**src/rtl/dtc_vote_if.sv**
```systemverilog
// dtc_vote_if: sample-in / vote-out handshake bundle of the vote collector.
interface dtc_vote_if #(
  parameter int CLASS_W = 3,
  parameter int CNT_W   = 4
);
  logic               in_valid;
  logic               in_ready;
  logic [CLASS_W-1:0] in_class;
  logic               flush;
  logic               out_valid;
  logic               out_ready;
  logic [CLASS_W-1:0] out_class;
  logic [CNT_W-1:0]   out_count;
  logic               busy;
  modport master (
    output in_valid, in_class, flush, out_ready,
    input  in_ready, out_valid, out_class, out_count, busy
  );
  modport slave (
    input  in_valid, in_class, flush, out_ready,
    output in_ready, out_valid, out_class, out_count, busy
  );
endinterface

```
**src/rtl/dtc_vote_collector.sv**
```systemverilog
// dtc_vote_collector: windowed histogram of class predictions reduced to a majority vote.
module dtc_vote_collector #(
  parameter int CLASS_W = 3,
  parameter int WINDOW  = 8,
  parameter int CNT_W   = 4
) (
  input logic       clk,
  input logic       rst,
  dtc_vote_if.slave bus
);
  localparam int NBINS = 2**CLASS_W;
  typedef enum logic [1:0] {ACCUM, REDUCE, HOLD} state_t;
  state_t             r_state;
  logic [CNT_W-1:0]   r_bins [NBINS];
  logic [CNT_W-1:0]   r_cnt;
  logic [CNT_W-1:0]   r_best_count;
  logic [CLASS_W-1:0] r_best_class;
  logic [CLASS_W:0]   r_idx;
  logic               r_in_ready;
  logic               r_out_valid;
  logic               r_busy;
  logic               w_acc;
  logic               w_close;
  logic [CNT_W-1:0]   w_cnt_next;
  logic [CNT_W-1:0]   w_bin;
  assign w_acc      = bus.in_valid & r_in_ready;
  assign w_cnt_next = r_cnt + CNT_W'(w_acc);
  assign w_close    = (w_acc && w_cnt_next == CNT_W'(WINDOW)) || (bus.flush && w_cnt_next != '0);
  assign w_bin      = r_bins[r_idx[CLASS_W-1:0]];
  assign bus.in_ready  = r_in_ready;
  assign bus.out_valid = r_out_valid;
  assign bus.out_class = r_best_class;
  assign bus.out_count = r_best_count;
  assign bus.busy      = r_busy;
  // r_idx carries one extra bit: the scan spends a ninth cycle at idx==NBINS to enter HOLD
  always_ff @(posedge clk or posedge rst)
    if (rst) begin
      r_state      <= ACCUM;
      for (int i = 0; i < NBINS; i++) r_bins[i] <= '0;
      r_cnt        <= '0;
      r_idx        <= '0;
      r_best_class <= '0;
      r_best_count <= '0;
      r_in_ready   <= 1'b1;
      r_out_valid  <= 1'b0;
      r_busy       <= 1'b0;
    end else
      case (r_state)
        ACCUM: begin
          if (w_acc) begin
            r_bins[bus.in_class] <= r_bins[bus.in_class] + CNT_W'(1);
            r_cnt                <= w_cnt_next;
          end
          if (w_close) begin
            r_state      <= REDUCE;
            r_idx        <= '0;
            r_best_class <= '0;
            r_best_count <= '0;
            r_in_ready   <= 1'b0;
            r_busy       <= 1'b1;
          end
        end
        REDUCE:
          if (r_idx[CLASS_W]) begin
            r_state     <= HOLD;
            r_out_valid <= 1'b1;
          end else begin
            if (w_bin > r_best_count) begin
              r_best_count <= w_bin;
              r_best_class <= r_idx[CLASS_W-1:0];
            end
            r_idx <= r_idx + (CLASS_W+1)'(1);
          end
        HOLD:
          if (bus.out_ready) begin
            for (int i = 0; i < NBINS; i++) r_bins[i] <= '0;
            r_cnt       <= '0;
            r_state     <= ACCUM;
            r_in_ready  <= 1'b1;
            r_out_valid <= 1'b0;
            r_busy      <= 1'b0;
          end
        default: r_state <= ACCUM;
      endcase
endmodule

```
**src/flat_wrapper.sv**
```systemverilog
// flat-port wrapper written by rule: the top's interface ports become plain ports
module dtc_vote_collector_flat 
#(
  parameter int CLASS_W = 3,
  parameter int WINDOW  = 8,
  parameter int CNT_W   = 4
)
  (clk, rst, bus_in_valid, bus_in_class, bus_flush, bus_out_ready, bus_in_ready, bus_out_valid, bus_out_class, bus_out_count, bus_busy);
  dtc_vote_if #(.CLASS_W(CLASS_W), .CNT_W(CNT_W)) bus_i ();
  input logic clk;
  input logic rst;
  input wire logic [$bits(bus_i.in_valid)-1:0] bus_in_valid;
  input wire logic [$bits(bus_i.in_class)-1:0] bus_in_class;
  input wire logic [$bits(bus_i.flush)-1:0] bus_flush;
  input wire logic [$bits(bus_i.out_ready)-1:0] bus_out_ready;
  output wire logic [$bits(bus_i.in_ready)-1:0] bus_in_ready;
  output wire logic [$bits(bus_i.out_valid)-1:0] bus_out_valid;
  output wire logic [$bits(bus_i.out_class)-1:0] bus_out_class;
  output wire logic [$bits(bus_i.out_count)-1:0] bus_out_count;
  output wire logic [$bits(bus_i.busy)-1:0] bus_busy;
  assign bus_i.in_valid = bus_in_valid;
  assign bus_i.in_class = bus_in_class;
  assign bus_i.flush = bus_flush;
  assign bus_i.out_ready = bus_out_ready;
  assign bus_in_ready = bus_i.in_ready;
  assign bus_out_valid = bus_i.out_valid;
  assign bus_out_class = bus_i.out_class;
  assign bus_out_count = bus_i.out_count;
  assign bus_busy = bus_i.busy;
  dtc_vote_collector #(.CLASS_W(CLASS_W), .WINDOW(WINDOW), .CNT_W(CNT_W)) u_core (.clk(clk), .rst(rst), .bus(bus_i));
endmodule
```
**config.mk**
```make
export PLATFORM = sky130hd
export DESIGN_NAME = dtc_vote_collector_flat
export DESIGN_NICKNAME = d
export VERILOG_FILES = /design/src/rtl/dtc_vote_if.sv /design/src/rtl/dtc_vote_collector.sv /design/src/flat_wrapper.sv
export SDC_FILE = /design/constraint.sdc
export NUM_CORES = 1
export LEC_CHECK = 0
export CORE_MARGIN = 3
export CORE_UTILIZATION = 59
export DETAILED_ROUTE_END_ITERATION = 8
export HOLD_SLACK_MARGIN = 0.08
export PLACE_DENSITY = 0.76
export RECOVER_POWER = 100
export SYNTH_ARGS = -nofsm -noshare
export SYNTH_HDL_FRONTEND = slang
export SYNTH_SLANG_ARGS = --single-unit
```
**constraint.sdc**
```tcl
create_clock -name clk -period 3.54 [get_ports clk]
set_input_delay 0.531 -clock clk [delete_from_list [all_inputs] [get_ports clk]]
set_output_delay 0.531 -clock clk [all_outputs]
set_load 0.005 [all_outputs]
```
After elaboration in Yosys (flattened, before gate mapping). Cells that the tools add are included.

Flip-flop bits (word level): 52. Input port bits: 8. Output and inout bits: 10. Logic and storage cells: 89.

Add/sub/neg operators: 3. Magnitude comparators: 4. Equal/unequal tests: 9. Multiplexer cells: 37. Bitwise operators: 3. Reduce and logical (&&, ||, !) cells: 16.

Operators by type and width (number): $mux 32 (2); $pmux 32 s2 (1); $mux 4 (11); $bwmux 32 (1); $bmux 4 s3 (2); $pmux 4 s2 (3); $reduce_and 3->1 (5); $demux 4 s3 (1); $mux 3 (3); $add 4x1->4 const B (2); $ge 4x4->1 const B (2); $ne 2x1->1 const B (4); $not 3->4 (2); $mux 2 (3); $pmux 1 s2 (3); $pmux 2 s3 (1); $pmux 3 s2 (1); $reduce_bool 2->1 (3); $mux 1 (5); $add 4x1->4 (1); $eq 4x4->1 const B (1); $gt 4x4->1 (1); $lt 4x1->1 const B (1); $ne 2x2->1 const B (2); 9 further kinds (11).

Longest topological paths before layout. Gate-level depths: netlist of the first run.

Word-level depth: 8. Depth in mapped cells: 11. Depth with buffers taken out: 10.

Worst setup path before layout of the first run. Ideal clock, no wire load.

Kind: register to register. From: register u_core.r_idx[0]. To: register u_core.r_best_class[1] (netlist: u_core.bus.out_class[1]). Setup time: 125 ps. Data arrival time: 2626 ps. Slack: 788 ps. Stages on the path, launching flop included: 11. Path buffers: 1. Clock period less this slack: 2752 ps. Cell sequence: dfrtp_1 -> buf_2 -> mux4_2 -> mux2_2 -> ha_1 -> nor2b_1 -> o21ai_0 -> nand2b_1 -> a21oi_1 -> o21ai_4 -> mux2_4.

Longest elaborated chain between the ends: 7.

Ends and longest elaborated chain: start, declared (RTL line dtc_vote_collector.sv:18) `logic [CLASS_W:0] r_idx;`; start signal, assigned (RTL line dtc_vote_collector.sv:72) `r_idx <= r_idx + (CLASS_W+1)'(1);`; $not 3->4 (not written as such) (RTL line dtc_vote_collector.sv:29) `assign w_bin = r_bins[r_idx[CLASS_W-1:0]];`; $bmux 4 s3 (RTL line dtc_vote_collector.sv:29); $mux 4 (not written as such) (2 in series) (RTL line dtc_vote_collector.sv:29); $gt 4x4->1 (RTL line dtc_vote_collector.sv:68) `if (w_bin > r_best_count) begin`; $ne 2x1->1 (no line); $reduce_and 4->1 (no line); end signal, assigned (RTL line dtc_vote_collector.sv:70) `r_best_class <= r_idx[CLASS_W-1:0];`; end, declared (RTL line dtc_vote_collector.sv:17) `logic [CLASS_W-1:0] r_best_class;`.

No other way between the ends. The select of a mux whose other input is x is not followed. A chain may end at the register's enable or synchronous reset.

Worst setup path in the final report of the first run.
From: register u_core.r_idx[1]. To: register u_core.r_best_class[1] (netlist: u_core.bus.out_class[1]).

Longest elaborated chain between the ends: 7.

Ends and longest elaborated chain (RTL line): $not 3->4 (not written as such) (dtc_vote_collector.sv:29); $bmux 4 s3 (dtc_vote_collector.sv:29); $mux 4 (not written as such) (2 in series) (dtc_vote_collector.sv:29); $gt 4x4->1 (dtc_vote_collector.sv:68); $ne 2x1->1 (no line); $reduce_and 4->1 (no line).

Several ways; a longest one is shown, not always the timed one. The select of a mux whose other input is x is not followed.

==> results.json, run 1 <==
{
  "status": "finished with violations",
  "violations": "max-capacitance violations, max-slew violations",
  "critPathRequiredTime_ns": 3.74,
  "grtUsageMet1_pct": 34.7,
  "cp-start-kind": "flip-flop",
  "clkTransAtPathRegs_ns": 0.10,
  "initial_core_util_pct": 61.8,
  "track_usage_pct": 23.9,
  "drt_wl_total_um": 6490,
  "hp-start": "u_core.bus.out_class[0]",
  "pwr-share-seq_pct": 44.2,
  "worstSetupStartpoint": "u_core.r_idx[1]",
  "tns_ns": 0,
  "cp_max_fo": 11,
  "cts-buffers-inserted": 5,
  "avgRoutedWirePerCell_um": 17.2,
  "max_freq_mhz": 325,
  "synth_flop_cell": "dfrtp_1",
  "total_power_uw": 2200,
  "grt_busiest_layer": "met2",
  "whs_ns": 0.520,
  "postRouteAntennaNets": 0,
  "period_needed_ns": 3.08,
  "ys_seq_elements": 52,
  "r2r_start": "u_core.r_idx[1]",
  "drive_above_1_share_pct": 11.0,
  "setup_viol": 0,
  "hold_viol_final": 0,
  "nets": 325,
  "final.period_utilization_pct": 86.9,
  "grt_max_degree": 53,
  "clkPwrFrac_pct": 15.5,
  "via_count": 2270,
  "use_met3_pct": 5.28,
  "dpl.hpwl_um": 4840,
  "drt-vias-per-instance": 6.02,
  "cts_resized": 0,
  "areaGrowthSynthToFinish_pct": 9.27,
  "io-pin-count": 18,
  "die_w_um": 76.8,
  "cts_tree": "yes",
  "internal-power_uw": 1340,
  "antenna_cells": 0,
  "cts.sinks": 52,
  "die_area_um2": 5900,
  "slew_headroom_pct": -27.2,
  "hold_buffers": 0,
  "yosysSeqAreaShare_pct": 44.1,
  "synth_cells": 291,
  "setup_ws_ns": 0.465,
  "drt-initial-drc-count": 226,
  "p_comb_share_pct": 40.3,
  "ys_types": 48,
  "yosysWarnings": 0,
  "io_buffer_count": 17,
  "cts_root_buffer": "clkbuf_8",
  "globalRoute.totalOverflow": 0,
  "synthArstFlopShare_pct": 100,
  "skew_ns": 0.0132,
  "setup.worst_path.end_class": "flip-flop",
  "powerDensity_nw_per_um2": 682,
  "die_h_um": 76.8,
  "min_path_type": "reg -> reg",
  "cts_buffer_depth": 2,
  "drv_cap": 1,
  "drc_errors": 0,
  "core-area_um2": 4790,
  "routabilityCongestion": 0.869,
  "insertion_delay_ns": 0.31,
  "p_sw_uw": 867,
  "synth.avg_cell_area_um2": 10.2,
  "grt_setup_unrepaired": "no",
  "fin_util_pct": 67.5,
  "power_leakage_uw": 0.00144,
  "tightest_slew_ns": 1.91,
  "syn-cell-area_um2": 2960,
  "switching_share_pct": 39.4,
  "post-cts-setup-buffer-count": 0,
  "drtPass1Iterations": 4,
  "syn-num-nets": 307,
  "crit_type": "reg -> reg",
  "num_rows": 25,
  "ir_worst_vdd_uv": 422,
  "grt_use_met2_pct": 35.2,
  "slew_violations": 53,
  "h-tree-depth": 2,
  "pre_cts_ws_ns": 0.417,
  "grt_pass1_vias": 2172,
  "grt_pass1_wl_um": 11000,
  "antenna_found_initial": 0,
  "cp.arrival_ns": 3.28,
  "synth_enable_flop_cells": 0
}
kinds of logic (layout without fill, tap and decap cells):
family	Yosys count	after routing	synth area share (%)
AOI/OAI and AO/OA	65	65	13.8
buffers and inverters	25	44	4.66
xor gates and xnor gates	5	5	1.99
muxes	31	31	16.2
DFF	52	52	44.1
adders and majority gates	8	8	3.39
and+or+nand+nor	105	105	16.0
per-layer routing:
layer,routed length (µm),up-vias
met1,2880,1135
met4,174,0
met2,3010,62
met5,0,-
met3,429,15
li1,-,1058
path summary, 6_finish.rpt:
kind | end | slack [ns] | cells after the start
worst max-delay path | u_core.bus.out_class[1] | 0.46 | 9
worst min-delay path | u_core.bus.out_class[0] | 0.52 | 2
worst max register to register | u_core.bus.out_class[1] | 0.46 | 9
worst min register to register | u_core.bus.out_class[0] | 0.52 | 2
max in group asynchronous | u_core.r_bins[22] | 1.16 | 2
min in group asynchronous | u_core.r_cnt[3] | 1.27 | 2
state kept, by name, indices dropped and copies added (netlist names):
register              flops
u_core.r_idx              4
u_core.r_cnt              4
u_core.r_bins            32
u_core.bus.busy           1
u_core.r_state            2
u_core.bus.out_class      3
u_core.bus.out_valid      1
u_core.bus.out_count      4
u_core.bus.in_ready       1
stage by stage:
stage	cells	instance area, µm²
CTS	377	3260
global placement	369	3170
detailed placement	369	3170
finish	377	3230
floorplan	291	2960
global route	377	3230
placed cells by master, fill, tap and decap left out, drive strengths merged, types with 3 or more instances in the layout:
master	netlist	routed
a21oi	4	4
a22o	3	3
and2	4	4
buf	10	5
clkbuf	3	8
clkdlybuf4s50	0	4
dfrtp	51	51
dlygate4sd3	0	13
ha	8	8
inv	12	13
mux2	5	5
mux2i	14	14
mux4	12	12
nand2	65	65
nand2b	3	3
nand3	5	5
nor2	9	9
nor2b	6	6
nor3	4	4
o21ai	49	49
xor2	3	3
final cells by class:
class	instances	area (µm²)
Timing Repair Buffer	24	215
Multi-Input combinational cell	214	1500
Fill cell	392	1560
Clock buffer	6	72.6
Sequential cell	52	1300
Inverter	12	45.0
Tap cell	67	83.8
Clock inverter	2	13.8
power groups by stage:
| stage | clock [µW] | combinational, µW | sequential, µW |
|---|---|---|---|
| after CTS | 344 | 936 | 974 |
| after global routing | 376 | 998 | 999 |
| after floorplan | 0 | 758 | 866 |
| after global placement | 0 | 906 | 975 |
| final | 342 | 887 | 973 |
| after detailed placement | 0 | 929 | 985 |
cell usage after synthesis (2+ instances only):
cell type   n  area [µm²]
nand2_1    65         244
dfrtp_1    51        1280
o21ai_0    32         160
o21ai_1    16        80.1
mux2i_1    14         140
inv_1      12        45.0
mux4_2     11         248
nor2_1      9        33.8
ha_1        8         100
buf_2       6        30.0
nor2b_1     6        37.5
nand3_1     5        25.0
a21oi_1     3        15.0
a22o_1      3        26.3
and2_1      3        18.8
mux2_2      3        33.8
nand2b_1    3        18.8
nor3_1      3        15.0
a21o_1      2        15.0
and3_1      2        12.5
buf_6       2        22.5
clkbuf_1    2        7.51
mux2_4      2        30.0
or3_1       2        12.5
xnor2_1     2        17.5
xor2_2      2        32.5
critical path, cell delays in order (launching register included):
cell and delay (ns):
dfrtp_1 0.68, mux4_2 0.56, mux2_1 0.33, ha_1 0.29
nor2b_1 0.13, o21ai_0 0.13, nand2b_1 0.08, a21oi_1 0.28
o21ai_4 0.15, mux2_1 0.34
Note: power is estimated with default switching activity, not from simulation.
==> run 2: changes to the inputs <==
--- a/config.mk
+++ b/config.mk
@@ -5,7 +5,7 @@
 export SDC_FILE = /design/constraint.sdc
 export NUM_CORES = 1
 export LEC_CHECK = 0
-export CORE_MARGIN = 3
+export CORE_MARGIN = 8
 export CORE_UTILIZATION = 59
 export DETAILED_ROUTE_END_ITERATION = 8
 export HOLD_SLACK_MARGIN = 0.08
==> results.json, run 2 (synthesized netlist as in run 1, its figures left out) <==
{
  "total_power_uw": 2190,
  "cts-buffers-inserted": 5,
  "io_buffer_count": 17,
  "cts_buffer_depth": 2,
  "max_freq_mhz": 311,
  "path_cells": "dlygate4sd3_1 -> clkbuf_1 -> mux2i_1 -> a211oi_4 -> o211ai_2 -> a32oi_1 -> xor2_1 -> o21ai_0",
  "final_common_cell": "nand2_1",
  "areaGrowthSynthToFinish_pct": 8.59,
  "globalRoute.totalOverflow": 0,
  "slew_violations": 53,
  "initial_core_util_pct": 61.8,
  "clkTransAtPathRegs_ns": 0.10,
  "nets": 324,
  "core-area_um2": 4790,
  "tns_ns": 0,
  "power_leakage_uw": 0.00144,
  "grt_max_degree": 53,
  "violations": "max-capacitance violations, max-slew violations",
  "routabilityCongestion": 0.881,
  "grt_setup_unrepaired": "no",
  "ir_worst_vdd_uv": 346,
  "dpl.hpwl_um": 4910,
  "drive_above_1_share_pct": 10.4,
  "skew_ns": 0.0100,
  "io-pin-count": 18,
  "slowest_stage": "dlygate4sd3_1",
  "hp-start": "u_core.bus.out_class[1]",
  "setup_viol": 0,
  "cts.sinks": 52,
  "drt_wl_total_um": 6570,
  "antenna_cells": 0,
  "cts_resized": 0,
  "status": "finished with violations",
  "cp.arrival_ns": 3.38,
  "drtPass1Iterations": 4,
  "die_w_um": 86.8,
  "mostFrequentLayoutCells": "nand2_1 (65), dfrtp_1 (51), o21ai_0 (43)",
  "antenna_found_initial": 0,
  "largest_reg_flops": 32,
  "setup.worst_path.end_class": "flip-flop",
  "hold_buffers": 0,
  "via_count": 2226,
  "die_area_um2": 7530,
  "grt_pass1_vias": 2216,
  "hold_viol_final": 0,
  "regMostFlops": "u_core.r_bins",
  "cts_root_buffer": "clkbuf_8",
  "cp_max_fo": 10,
  "fillers": 384,
  "h-tree-depth": 2,
  "grt_pass1_wl_um": 11100,
  "period_needed_ns": 3.21,
  "postRouteAntennaNets": 0,
  "insertion_delay_ns": 0.31,
  "track_usage_pct": 18.9,
  "critical_path.max_stage_delay_ns": 0.62,
  "cts_tree": "yes",
  "post-cts-setup-buffer-count": 0,
  "drc_errors": 0,
  "drv_cap": 1,
  "crit_type": "in -> reg",
  "min_path_type": "reg -> reg",
  "worstSetupStartpoint": "bus_in_class[1]",
  "cp-start-kind": "input pin",
  "drt-initial-drc-count": 129,
  "powerDensity_nw_per_um2": 683,
  "avgRoutedWirePerCell_um": 17.5,
  "drt-vias-per-instance": 5.92,
  "r2r_start": "u_core.r_idx[1]",
  "tightest_slew_ns": 1.91,
  "num_rows": 25,
  "die_h_um": 86.8,
  "critPathRequiredTime_ns": 3.71,
  "final.period_utilization_pct": 90.7,
  "slew_headroom_pct": -27.1
}
## run 2: cell types whose count changed in the layout (fill, tap and decap cells not counted), sizes merged
cell / delta
clkbuf: -2
clkinvlp: +1
## run 2: per-layer routing
metal	GRT usage [%]	up-vias	routed length, µm
met5	0	-	0
met4	7.36	0	160
met1	25.3	1092	2960
met3	3.69	16	385
li1	-	1055	-
met2	29.4	63	3070
## run 2: path summary, 6_finish.rpt
path,cells after the start,slack [ns],endpoint
setup / recovery,8,0.33,u_core.r_bins[19]
hold / removal,1,0.50,u_core.bus.out_class[1]
setup reg to reg,9,0.41,u_core.bus.out_count[0]
hold reg to reg,1,0.50,u_core.bus.out_class[1]
max in group asynchronous,2,1.16,u_core.r_bins[29]
min in group asynchronous,2,1.28,u_core.r_bins[8]
## run 2: power breakdown
group	leakage, µW	internal (µW)	switching (µW)
Sequential	0.000694	765	187
Clock	0.0000445	141	205
Combinational	0.000699	423	473
## run 2: area by class of cell
type                       count  area, µm²  area share (%)
tap                           67       83.8            2.61
clock buffer                   5       68.8            2.14
sequential                    52       1300            40.6
timing repair buffer          23        211            6.59
inverter                      12       45.0            1.40
multi-input combinational    214       1480            46.0
clock inverter                 3       21.3           0.663
## run 2: critical path, delay by kind of cell
kind / cells / cell delay, ns
xor+xnor: 1 / 0.56
compound gates: 4 / 0.98
mux: 1 / 0.22
buf+inv: 2 / 1.10
## run 2: stage by stage
step | setup WS (ns) | instance area, µm² | hold WS (ns) | utilization, % | std cells
6_report | 0.329 | 3210 | 0.498 | 67.1 | 376
5_1_grt | 0.237 | 3210 | 0.539 | 67.1 | 376
4_1_cts | 0.478 | 3250 | 0.510 | 68.0 | 376
3_5_place_dp | 0.474 | 3160 | 0.489 | 66.1 | 368
3_3_place_gp | 0.526 | 3160 | 0.486 | 66.1 | 368
2_1_floorplan | 0.788 | 2960 | 0.461 | - | 291
==> RTL change: new RTL, flow settings as in run 1 <==
`CLASS_W` is set to 3 in 3 places; all go to 4.
--- a/src/rtl/dtc_vote_if.sv
+++ b/src/rtl/dtc_vote_if.sv
@@ -1,6 +1,6 @@
 // dtc_vote_if: sample-in / vote-out handshake bundle of the vote collector.
 interface dtc_vote_if #(
-  parameter int CLASS_W = 3,
+  parameter int CLASS_W = 4,
   parameter int CNT_W   = 4
 );
   logic               in_valid;
--- a/src/rtl/dtc_vote_collector.sv
+++ b/src/rtl/dtc_vote_collector.sv
@@ -1,6 +1,6 @@
 // dtc_vote_collector: windowed histogram of class predictions reduced to a majority vote.
 module dtc_vote_collector #(
-  parameter int CLASS_W = 3,
+  parameter int CLASS_W = 4,
   parameter int WINDOW  = 8,
   parameter int CNT_W   = 4
 ) (
--- a/src/flat_wrapper.sv
+++ b/src/flat_wrapper.sv
@@ -1,7 +1,7 @@
 // flat-port wrapper written by rule: the top's interface ports become plain ports
 module dtc_vote_collector_flat 
 #(
-  parameter int CLASS_W = 3,
+  parameter int CLASS_W = 4,
   parameter int WINDOW  = 8,
   parameter int CNT_W   = 4
 )
Interface: changed (resized bus_in_class and bus_out_class); port bits go from 18 to 20. The function was not compared with the original's and may differ.
==> RTL change against run 1 <==
The run still ends with max-capacitance violations, max-slew violations left. Maximum frequency down 6.9%. Clock power up 110%. Total power down 19%. Wire length up 110%. Worst setup slack worse by 230 ps. Count of clock-buffer cells in the layout up 4. Cell area up 73%. Synthesized area up 71%. First-iteration DRC count up 150%. Synthesized cell count up 71%. Global-route usage up 6.0 points. Sequential cell count up 34. Die area up 65%. Largest power group unchanged.
==> RTL change: results <==
{
  "run_status": "finished, violations left",
  "violations": "max-capacitance violations, max-slew violations",
  "critical_path.max_fanout": 14,
  "place_congestion": 0.9744,
  "synth.distinct_cells": 47,
  "path_clk_slew_ps": 90,
  "vias": 4312,
  "cap_violations": 1,
  "ir_drop_v": 0.0001649,
  "synth.area.top_cells": "dfrtp_1 (42%), mux4_2 (15%), a22o_1 (6.0%)",
  "wire_per_inst_um": 22.26,
  "fin_worst_skew_ps": 15.81,
  "setup.worst_path.start": "bus_in_class[1]",
  "clk_latency_ps": 370,
  "fillers": 628,
  "wl_met3_mm": 1.292,
  "dp.cells": 605,
  "dpl.hpwl_mm": 9.764,
  "regArea_um2": 2153,
  "first_iter_violations": 561,
  "drive_gt1_share_pct": 15.89,
  "crit_arrival_ps": 3600,
  "fin_cells": 621,
  "worst_slew_pin_slew_ps": 2290,
  "worstReg2RegStart": "u_core.r_idx[0]$_DFFE_PP0P_",
  "first_pass_iters": 5,
  "nets": 528,
  "r2r_cells": 11,
  "grt_usage_pct": 29.92,
  "wl_met2_mm": 6.645,
  "drt-met1-wl_mm": 5.428,
  "seq_area_frac_synth_pct": 42.49,
  "grt_first_pass_wirelength_mm": 22.56,
  "cts_buffers": 9,
  "reg2reg_slack_ps": 290,
  "avgSynthCellArea_um2": 10.18,
  "synthTopCellsByCount": "dfrtp_1 (85), nand2_1 (74), nor2_1 (48), o21ai_0 (41), a22o_1 (35)",
  "final_max_slew_viol_count": 52,
  "grt_max_degree": 52,
  "io_buffers": 19,
  "endpoint": "u_core.r_bins[42]$_DFFE_PP0P_",
  "power.leakage_nw": 2.454,
  "r2r-end": "u_core.bus.out_count[3]$_DFFE_PP0P_",
  "htreeDepth": 3,
  "place_area_um2": 5396
}
-- RTL change: cell count changes after synthesis, moves of 8 or more --
cell and delta:
a221o_1 +12, a22o_1 +32, a31oi_1 +15, clkbuf_1 +26
dfrtp_1 +34, mux2i_1 -9, mux4_2 +22, nand2_1 +9
nand3_1 +8, nor2_1 +39, nor3_1 +9, o21ai_0 +9
o21ai_1 -15
-- RTL change: layout make-up --
type / count / share of cell area, %
Tap cell: 105 / 2.357
Timing Repair Buffer: 42 / 6.465
Clock buffer: 10 / 2.469
Sequential cell: 86 / 38.63
Clock inverter: 6 / 1.212
Inverter: 11 / 0.7632
Multi-Input combinational cell: 361 / 48.10
-- RTL change: per-layer routing --
metal  global-route usage, %  up-vias
li1                        -     1878
met1                   40.04     2117
met2                   46.13      271
met3                   6.653       46
met4                   15.65        0
met5                       0        -
-- RTL change: worst min path at each step --
stage                             startpoint                             to  slack (ps)  depth (start not counted)
6_report         u_core.r_cnt[0]$_DFFE_PP0P_    u_core.r_cnt[0]$_DFFE_PP0P_         520                          1
4_1_cts          u_core.r_cnt[0]$_DFFE_PP0P_    u_core.r_cnt[0]$_DFFE_PP0P_         530                          1
5_1_grt          u_core.r_cnt[0]$_DFFE_PP0P_    u_core.r_cnt[0]$_DFFE_PP0P_         540                          1
3_5_place_dp     u_core.r_cnt[0]$_DFFE_PP0P_    u_core.r_cnt[0]$_DFFE_PP0P_         500                          1
2_1_floorplan  u_core.r_bins[24]$_DFFE_PP0P_  u_core.r_bins[24]$_DFFE_PP0P_         460                          2
3_3_place_gp   u_core.r_bins[24]$_DFFE_PP0P_  u_core.r_bins[24]$_DFFE_PP0P_         480                          2
-- RTL change: critical path: stages --
cell	delay [ps]
dlygate4sd3_1	520
buf_4	240
clkbuf_1	500
mux4_2	390
a22oi_1	210
nand2_1	190
ha_1	240
xor2_1	290
clkbuf_2	290
a22o_1	170
-- RTL change: power breakdown --
| part | internal (mW) | total, mW | switching [mW] |
|---|---|---|---|
| registers | 0.982 | 0.982 | 0 |
| logic | 0.0243 | 0.0831 | 0.0588 |
| clock network | 0.349 | 0.729 | 0.380 |
-- RTL change: through the flow --
| stage | hold WS, ps | setup slack (ps) |
|---|---|---|
| after global placement | 478.7 | 314.3 |
| final | 524.6 | 235.9 |
| after global routing | 538.0 | 148.3 |
| after CTS | 525.3 | 329.7 |
| after floorplan | 460.9 | 203.4 |
| after detailed placement | 500.8 | 278.3 |
-- RTL change: cells by family (layout without fill, tap and decap cells) --
logic type	count (synthesis)	count (layout)	share of synthesized area [%]
DFF	86	86	42.49
AOI/OAI and AO/OA	125	125	17.65
muxes	41	41	16.32
xor gates and xnor gates	3	3	0.5186
adders and majority gates	8	8	1.975
buffers and inverters	51	69	4.593
and+or+nand+nor	184	184	16.44
